==> config.mk <==
export PLATFORM = sky130hd
export DESIGN_NAME = fifo_uart_tx
export DESIGN_NICKNAME = d
export VERILOG_FILES = /design/src/rtl/fifo_uart_pkg.sv /design/src/rtl/uart_baud_gen.sv /design/src/rtl/fifo_uart_tx.sv
export SDC_FILE = /design/constraint.sdc
export NUM_CORES = 1
export LEC_CHECK = 0
export CAP_MARGIN = 20
export CORE_ASPECT_RATIO = 1.1
export CORE_MARGIN = 2
export CORE_UTILIZATION = 44
export DETAILED_ROUTE_END_ITERATION = 8
export HOLD_SLACK_MARGIN = 0.15
export PLACE_DENSITY = 0.7
export RECOVER_POWER = 25
export SETUP_SLACK_MARGIN = 0.15
export SYNTH_ARGS = -nofsm -noshare
export SYNTH_HDL_FRONTEND = slang
export SYNTH_SLANG_ARGS = --single-unit
==> constraint.sdc <==
create_clock -name clk -period 1.47 [get_ports clk]
set_input_delay 0.294 -clock clk [delete_from_list [all_inputs] [get_ports clk]]
set_output_delay 0.294 -clock clk [all_outputs]
set_load 0.02 [all_outputs]
==> src/rtl/fifo_uart_pkg.sv <==
// Shared constants for the FIFO-fed UART transmitter: FSM encodings, line levels
// and a width helper.
package fifo_uart_pkg;

  localparam logic [2:0] S_IDLE   = 3'd0;
  localparam logic [2:0] S_POP    = 3'd1;
  localparam logic [2:0] S_LOAD   = 3'd2;
  localparam logic [2:0] S_START  = 3'd3;
  localparam logic [2:0] S_DATA   = 3'd4;
  localparam logic [2:0] S_STOP   = 3'd5;
  localparam logic [2:0] S_PARITY = 3'd6;

  localparam logic START_BIT  = 1'b0;
  localparam logic STOP_BIT   = 1'b1;
  localparam logic IDLE_LEVEL = 1'b1;

  // Bits needed to hold 0..value-1; never narrower than one bit.
  function automatic int clog2(input int value);
    int r;
    int v;
    r = 0;
    v = value - 1;
    while (v > 0) begin
      r++;
      v = v >> 1;
    end
    return (r < 1) ? 1 : r;
  endfunction

endpackage

==> src/rtl/uart_baud_gen.sv <==
// Bit-period timer: counts 0..CLKS_PER_BIT-1, wraps on its own and restarts on clr.
module uart_baud_gen
  import fifo_uart_pkg::*;
#(
  parameter int CLKS_PER_BIT = 16
) (
  input  logic clk,
  input  logic rst,
  input  logic clr,
  output logic bit_done
);

  localparam int CNT_W = clog2(CLKS_PER_BIT);

  logic [CNT_W-1:0] cnt;

  assign bit_done = (cnt == CNT_W'(CLKS_PER_BIT - 1));

  always_ff @(posedge clk) begin
    if (!rst) begin
      cnt <= '0;
    end else if (clr || bit_done) begin
      cnt <= '0;
    end else begin
      cnt <= cnt + 1'b1;
    end
  end

endmodule

==> src/rtl/fifo_uart_tx.sv <==
// Pops bytes from a FIFO and serialises each as an LSB-first UART frame on tx.
// Build option FIFO_UART_TX_PARITY_EN adds an even-parity bit (8E1); default is 8N1.
//
// state    | meaning
// S_IDLE   | line idle, waiting for a non-empty FIFO
// S_POP    | one-cycle read strobe to the FIFO
// S_LOAD   | FIFO output valid; capture into shift register
// S_START  | start bit
// S_DATA   | DATA_W data bits, LSB first
// S_PARITY | even parity bit (parity builds only)
// S_STOP   | stop bit; chain straight into the next pop if data is waiting
module fifo_uart_tx
  import fifo_uart_pkg::*;
#(
  parameter int CLKS_PER_BIT = 16,
  parameter int DATA_W       = 8
) (
  input  logic              clk,
  input  logic              rst,
  input  logic              fifo_empty,
  input  logic [DATA_W-1:0] fifo_data,
  output logic              fifo_rd,
  output logic              tx,
  output logic              busy
);

  localparam int BIT_W = clog2(DATA_W);

  logic [2:0]        state, state_nxt;
  logic [DATA_W-1:0] shift, shift_nxt;
  logic [BIT_W-1:0]  bit_cnt, bit_cnt_nxt;
  logic              tx_nxt;
  logic              bit_done;
  logic              baud_clr;
`ifdef FIFO_UART_TX_PARITY_EN
  logic              parity;
`endif

  // Every state change restarts the bit period.
  assign baud_clr = (state_nxt != state);

  uart_baud_gen #(
    .CLKS_PER_BIT(CLKS_PER_BIT)
  ) u_baud (
    .clk      (clk),
    .rst      (rst),
    .clr      (baud_clr),
    .bit_done (bit_done)
  );

  always_comb begin
    state_nxt   = state;
    shift_nxt   = shift;
    bit_cnt_nxt = bit_cnt;
    case (state)
      S_IDLE:  if (!fifo_empty) state_nxt = S_POP;
      S_POP:   state_nxt = S_LOAD;
      S_LOAD: begin
        shift_nxt   = fifo_data;
        bit_cnt_nxt = '0;
        state_nxt   = S_START;
      end
      S_START: if (bit_done) state_nxt = S_DATA;
      S_DATA: begin
        if (bit_done) begin
          shift_nxt   = shift >> 1;
          bit_cnt_nxt = bit_cnt + 1'b1;
          if (bit_cnt == BIT_W'(DATA_W - 1)) begin
`ifdef FIFO_UART_TX_PARITY_EN
            state_nxt = S_PARITY;
`else
            state_nxt = S_STOP;
`endif
          end
        end
      end
`ifdef FIFO_UART_TX_PARITY_EN
      S_PARITY: if (bit_done) state_nxt = S_STOP;
`endif
      S_STOP:  if (bit_done) state_nxt = fifo_empty ? S_IDLE : S_POP;
      default: state_nxt = S_IDLE;
    endcase
  end

  // tx is driven from the upcoming state so the pin toggles exactly on state entry.
  always_comb begin
    case (state_nxt)
      S_START:  tx_nxt = START_BIT;
      S_DATA:   tx_nxt = shift_nxt[0];
`ifdef FIFO_UART_TX_PARITY_EN
      S_PARITY: tx_nxt = parity;
`endif
      S_STOP:   tx_nxt = STOP_BIT;
      default:  tx_nxt = IDLE_LEVEL;
    endcase
  end

  always_ff @(posedge clk) begin
    if (!rst) begin
      state   <= S_IDLE;
      shift   <= '0;
      bit_cnt <= '0;
      tx      <= IDLE_LEVEL;
    end else begin
      state   <= state_nxt;
      shift   <= shift_nxt;
      bit_cnt <= bit_cnt_nxt;
      tx      <= tx_nxt;
    end
  end

`ifdef FIFO_UART_TX_PARITY_EN
  always_ff @(posedge clk) begin
    if (!rst) begin
      parity <= 1'b0;
    end else if (state == S_LOAD) begin
      parity <= ^fifo_data;
    end
  end
`endif

  assign fifo_rd = (state == S_POP);
  assign busy    = (state != S_IDLE);

endmodule
# Word-level counts from Yosys, hierarchy flattened
# Cells that the tools add are included.
# totals
reg_bits,19
out_inout_bits,3
wordCells,38
# classes
add_sub_neg,2
eq_ne,11
n_mux,12
bitwise_logic,1
n_reduce_logical,6
# op_table
operator,n
two-way mux 3 bit,6
case mux 3 bit (6 select lines),1
case mux 8 bit (2 select lines),1
"== test 3 bit, second input constant",4
"== test 3 x 2 -> 1 bit, second input constant",3
two-way mux 8 bit,1
case mux 3 bit (2 select lines),1
"adder 4 x 1 -> 4 bit, second input constant",1
"== test 4 bit, second input constant",1
"adder 3 x 1 -> 3 bit, second input constant",1
"== test 3 x 1 -> 1 bit, second input constant",1
logical NOT 3 bit,1
!= test 3 bit,1
nonzero test 3 bit,1
"!= test 2 x 1 -> 1 bit, second input constant",1
case mux 1 bit (2 select lines),1
AND reduction 2 bit,1
nonzero test 2 bit,1
OR reduction 2 bit,1
logical OR 1 bit,1
two-way mux 1 bit,1
NOT 1 bit,1

# Longest topological paths before layout
# depth
word_depth,7
mapped_depth,6
depth_no_buf,6

# Modules after synthesis
# Synthesis repeated with hierarchy kept, for this count alone.
# unflattened
cells_unflattened,105
area_unflattened_um2,998.5
# by_module_without_submodules
mod,n_inst,cells_each,area_each_um2,seq_area_each_um2
fifo_uart_tx,1,90,835.8,300.3
uart_baud_gen,1,15,162.7,80.1

# Worst setup path after synthesis
# Ideal clock, no wire load.
# synth_timing
path_type,reg2reg
from,register u_baud.cnt[0]
to,register bit_cnt[2]
setup_time_ns,0.070
t_arrival_ns,1.373
required_time_ns,1.400
slack_ns,0.026
path_stages_with_launch,6
period_less_slack_ns,1.444
cell_sequence,dfxtp_1 ha_1 and3_4 and2_4 or3b_1 a21oi_1
# synth_via
elab_chain_cells,3
# synth_lines
item,line,rtl
"start, declared",uart_baud_gen.sv:15,logic [CNT_W-1:0] cnt;
"start signal, assigned",uart_baud_gen.sv:25,cnt <= cnt + 1'b1;
== test 4 bit,uart_baud_gen.sv:17,assign bit_done = (cnt == CNT_W'(CLKS_PER_BIT - 1));
!= test 2 x 1 -> 1 bit (no line),n/a,
AND reduction 2 bit (no line),n/a,
"end signal, assigned",fifo_uart_tx.sv:107,bit_cnt <= bit_cnt_nxt;
"end, declared",fifo_uart_tx.sv:31,"logic [BIT_W-1:0] bit_cnt, bit_cnt_nxt;"
# No other way between the ends.
# A chain may end at the register's enable or synchronous reset.

# Worst setup path after layout
# layout_timing
from,register state[1]
to,register tx
# layout_via
elab_chain_cells,5
word_cells_on_any_way,16
# layout_lines
item,line,rtl
"start, declared",fifo_uart_tx.sv:29,"logic [2:0] state, state_nxt;"
"start signal, assigned",fifo_uart_tx.sv:105,state <= state_nxt;
two-way mux 3 bit,fifo_uart_tx.sv:68,if (bit_cnt == BIT_W'(DATA_W - 1)) begin
two-way mux 3 bit,fifo_uart_tx.sv:65,if (bit_done) begin
case mux 3 bit (6 select lines),fifo_uart_tx.sv:55,case (state)
== test 3 bit or == test 3 x 2 -> 1 bit (tied branches),fifo_uart_tx.sv:87,case (state_nxt)
case mux 1 bit (2 select lines) *,fifo_uart_tx.sv:87,
"end signal, assigned",fifo_uart_tx.sv:108,tx <= tx_nxt;
"end, declared",fifo_uart_tx.sv:23,"output logic tx,"
# Every way passes the cells marked *; elsewhere a longest branch is shown, timed or not.

==> results.toml <==
[power]
netSwitchingPower_mw = 0.276
p_sw_share_pct = 26.5
p_int_mw = 0.767
p_total_mw = 1.04
peakVddDrop_mv = 0.505
powerDensity_nw_per_um2 = 760
leakage_nw = 0.490
p_comb_share_pct = 22.5
clkPwrFrac_pct = 24.1
seqPwrFrac_pct = 53.3

[clocking]
holdBufCountCts = 0
clkTransAtPathRegs_ns = 0.10
cts.htree.levels = 1
worstSkewPairLatency_ns = 0.28
clockBufferDepth = 2
clkSinkCount = 19
numCtsBuffers = 3
cts.root.buffer_cell = "clkbuf_4"
cts_tree = "done"

[timing]
drv_slew = 0
hold_viol = 0
tightest_slew_ns = 0.401
relSlewSlack_pct = 73.3
period_share_pct = 101
setup_viol = 1
period_minus_slack_ns = 1.49
fin_ws_ns = -0.0190
whs_ns = 0.471
rsz0062_at_grt = "yes"
finClkSkew_ns = 0.000583
fmax_mhz = 672

[setup_path]
crit_path_max_fanout = 6
cp-start-kind = "flop"
cp_data_arrival_time_ns = 1.65
crit_type = "reg2reg"
cp.required_ns = 1.63
rrSetupSlack_ns = -0.02
cp-end-kind = "flop"

[global_routing]
track_usage_pct = 18.6
grt.overflow.total = 0
antenna_found_initial = 0
grt_pass1_vias = 787
grt_max_degree = 14
grt_pass1_wl_um = 3320

[cells_and_area]
fill_cells = 163
multi_input_area_um2 = 618
utilization_pct = 68.6
nNetsFinal = 147
antenna_cells = 0
fin_cells = 160
area_growth_pct = 47.4
layout.area.seq_um2 = 389
drive_gt1_share_pct = 42.4

[detailed_routing]
drt_iter0_drc = 26
wire_per_inst_um = 14.0
first_pass_iters = 4
finalWirelength_um = 2250
drtAntennaViolNets = 0
drc_errors = 0
viasPerCell = 5.48
route.vias.total = 876

[synth]
synth_cell_types = 33
netlist.top_cell.by_area = "dfxtp_1"
synth_edf_count = 0
synth.area.top_cells = "dfxtp_1 41%, a21oi_1 7.5%, a22oi_1 4.8%"
synth_warnings = 0
avgSynthCellArea_um2 = 9.04
syn_nets = 117
syn_inst = 103
yosys.area.top_type_share_pct = 40.9
ys_ff_latch = 19
yosysSeqAreaShare_pct = 40.9
synthFlopType = "dfxtp_1"
async_reset_ff_share_pct = 0
netlist_area_um2 = 931

[floorplan]
die_h_um = 52.2
core_area_um2 = 2000
ios = 14
die_x_um = 47.9
fp-row-count = 17
die_area_um2 = 2500
initial_core_util_pct = 46.6

[hold_path]
hold_class = "reg2reg"

[status]
violations = "negative setup slack"
status = "complete, but fails checks"

[placement]
hpwl_um = 1290
io_buffers = 13
dp_cells = 146
pre_cts_ws_ns = -0.174
gp_congestion = 0.775

[job]
drv_cap = 0
## critical path, stage by stage, from the launching register on
cell and delay, ns:
dfxtp_2 0.34, buf_6 0.14, buf_4 0.16, nor2b_1 0.19, a32oi_2 0.16, a221oi_2 0.32
a41oi_2 0.06
## final timing paths
| check | cells past startpoint | startpoint | end |
|---|---|---|---|
| max | 6 | state[1] | tx |
| max reg2reg | 6 | state[1] | tx |
| min | 2 | shift[4] | shift[4] |
| min reg2reg | 2 | shift[4] | shift[4] |
## power groups by stage
| stage | combinational, mW | clock [mW] | sequential, mW |
|---|---|---|---|
| final | 0.235 | 0.252 | 0.556 |
| after global routing | 0.251 | 0.290 | 0.559 |
| after CTS | 0.196 | 0.259 | 0.554 |
| after detailed placement | 0.178 | 0 | 0.565 |
| after global placement | 0.175 | 0 | 0.564 |
| after floorplan | 0.105 | 0 | 0.567 |
## Yosys cell counts (all sizes together) (2+ instances only)
library cell,instances
a21oi,15
or3,2
buf,5
nor3b,2
nand4,3
inv,4
and2,2
dfxtp,19
nor2,9
nand3,3
nand2,12
or3b,3
ha,3
a22oi,6
## cells by family (layout without fill, tap and decap cells)
kind of cell             count (synthesis)  after routing  share of synthesized area [%]
adder cells (fa/ha/maj)                  3              3                           4.03
AO/OA/AOI/OAI                           26             26                           17.9
multiplexers                             1              1                           1.08
buffers and inverters                   10             39                           7.26
flip-flops                              19             19                           40.9
AND/OR/NAND/NOR                         42             42                           27.0
XOR/XNOR                                 2              2                           1.88
## cell type report
class	instances	area share, %
clock buffers	4	1.91
repair buffers	31	21.1
inverters	4	1.09
multi-input cells	74	45.0
well taps	28	2.55
flip-flops and latches	19	28.3
## state kept, by name, indices dropped and copies added (netlist names)
signal	flops
bit_cnt	3
shift	8
state	3
tx	1
u_baud.cnt	4
## routing by layer
| metal | vias up | track usage, % | part of all wire [%] |
|---|---|---|---|
| met5 | - | 0 | 0 |
| met4 | 0 | 7.21 | 1.0 |
| met3 | 4 | 3.79 | 2.8 |
| met1 | 429 | 24.1 | 45 |
| li1 | 426 | - | - |
| met2 | 17 | 29.6 | 52 |
## placed cells by master (no fill, tap or decap), types with 3 or more instances in the layout
master | netlist | routed
nand2_1 | 12 | 12
dfxtp_1 | 19 | 12
buf_4 | 2 | 12
a21oi_1 | 14 | 10
clkdlybuf4s50_1 | 0 | 10
nor2_1 | 9 | 8
buf_6 | 3 | 8
dfxtp_2 | 0 | 7
a21oi_2 | 1 | 5
inv_1 | 4 | 4
a22oi_2 | 0 | 4
nand3_1 | 3 | 3
nand4_1 | 3 | 3
ha_4 | 0 | 3
clkbuf_4 | 0 | 3
## timing repair
action | in CTS | in global routing
setup buffers | 9 | 1
resized for setup | 23 | 23
setup endpoints to repair | 16 | 15
pin swaps | 13 | 8
## per-stage QoR
stage	cell area (µm²)	setup TNS [ns]
after CTS	1260	0
after floorplan	953	0
after global placement	1130	-0.170
final	1370	-0.0190
after detailed placement	1130	-0.242
after global routing	1370	-0.202
No activity file was read; power rests on OpenSTA's default activity.
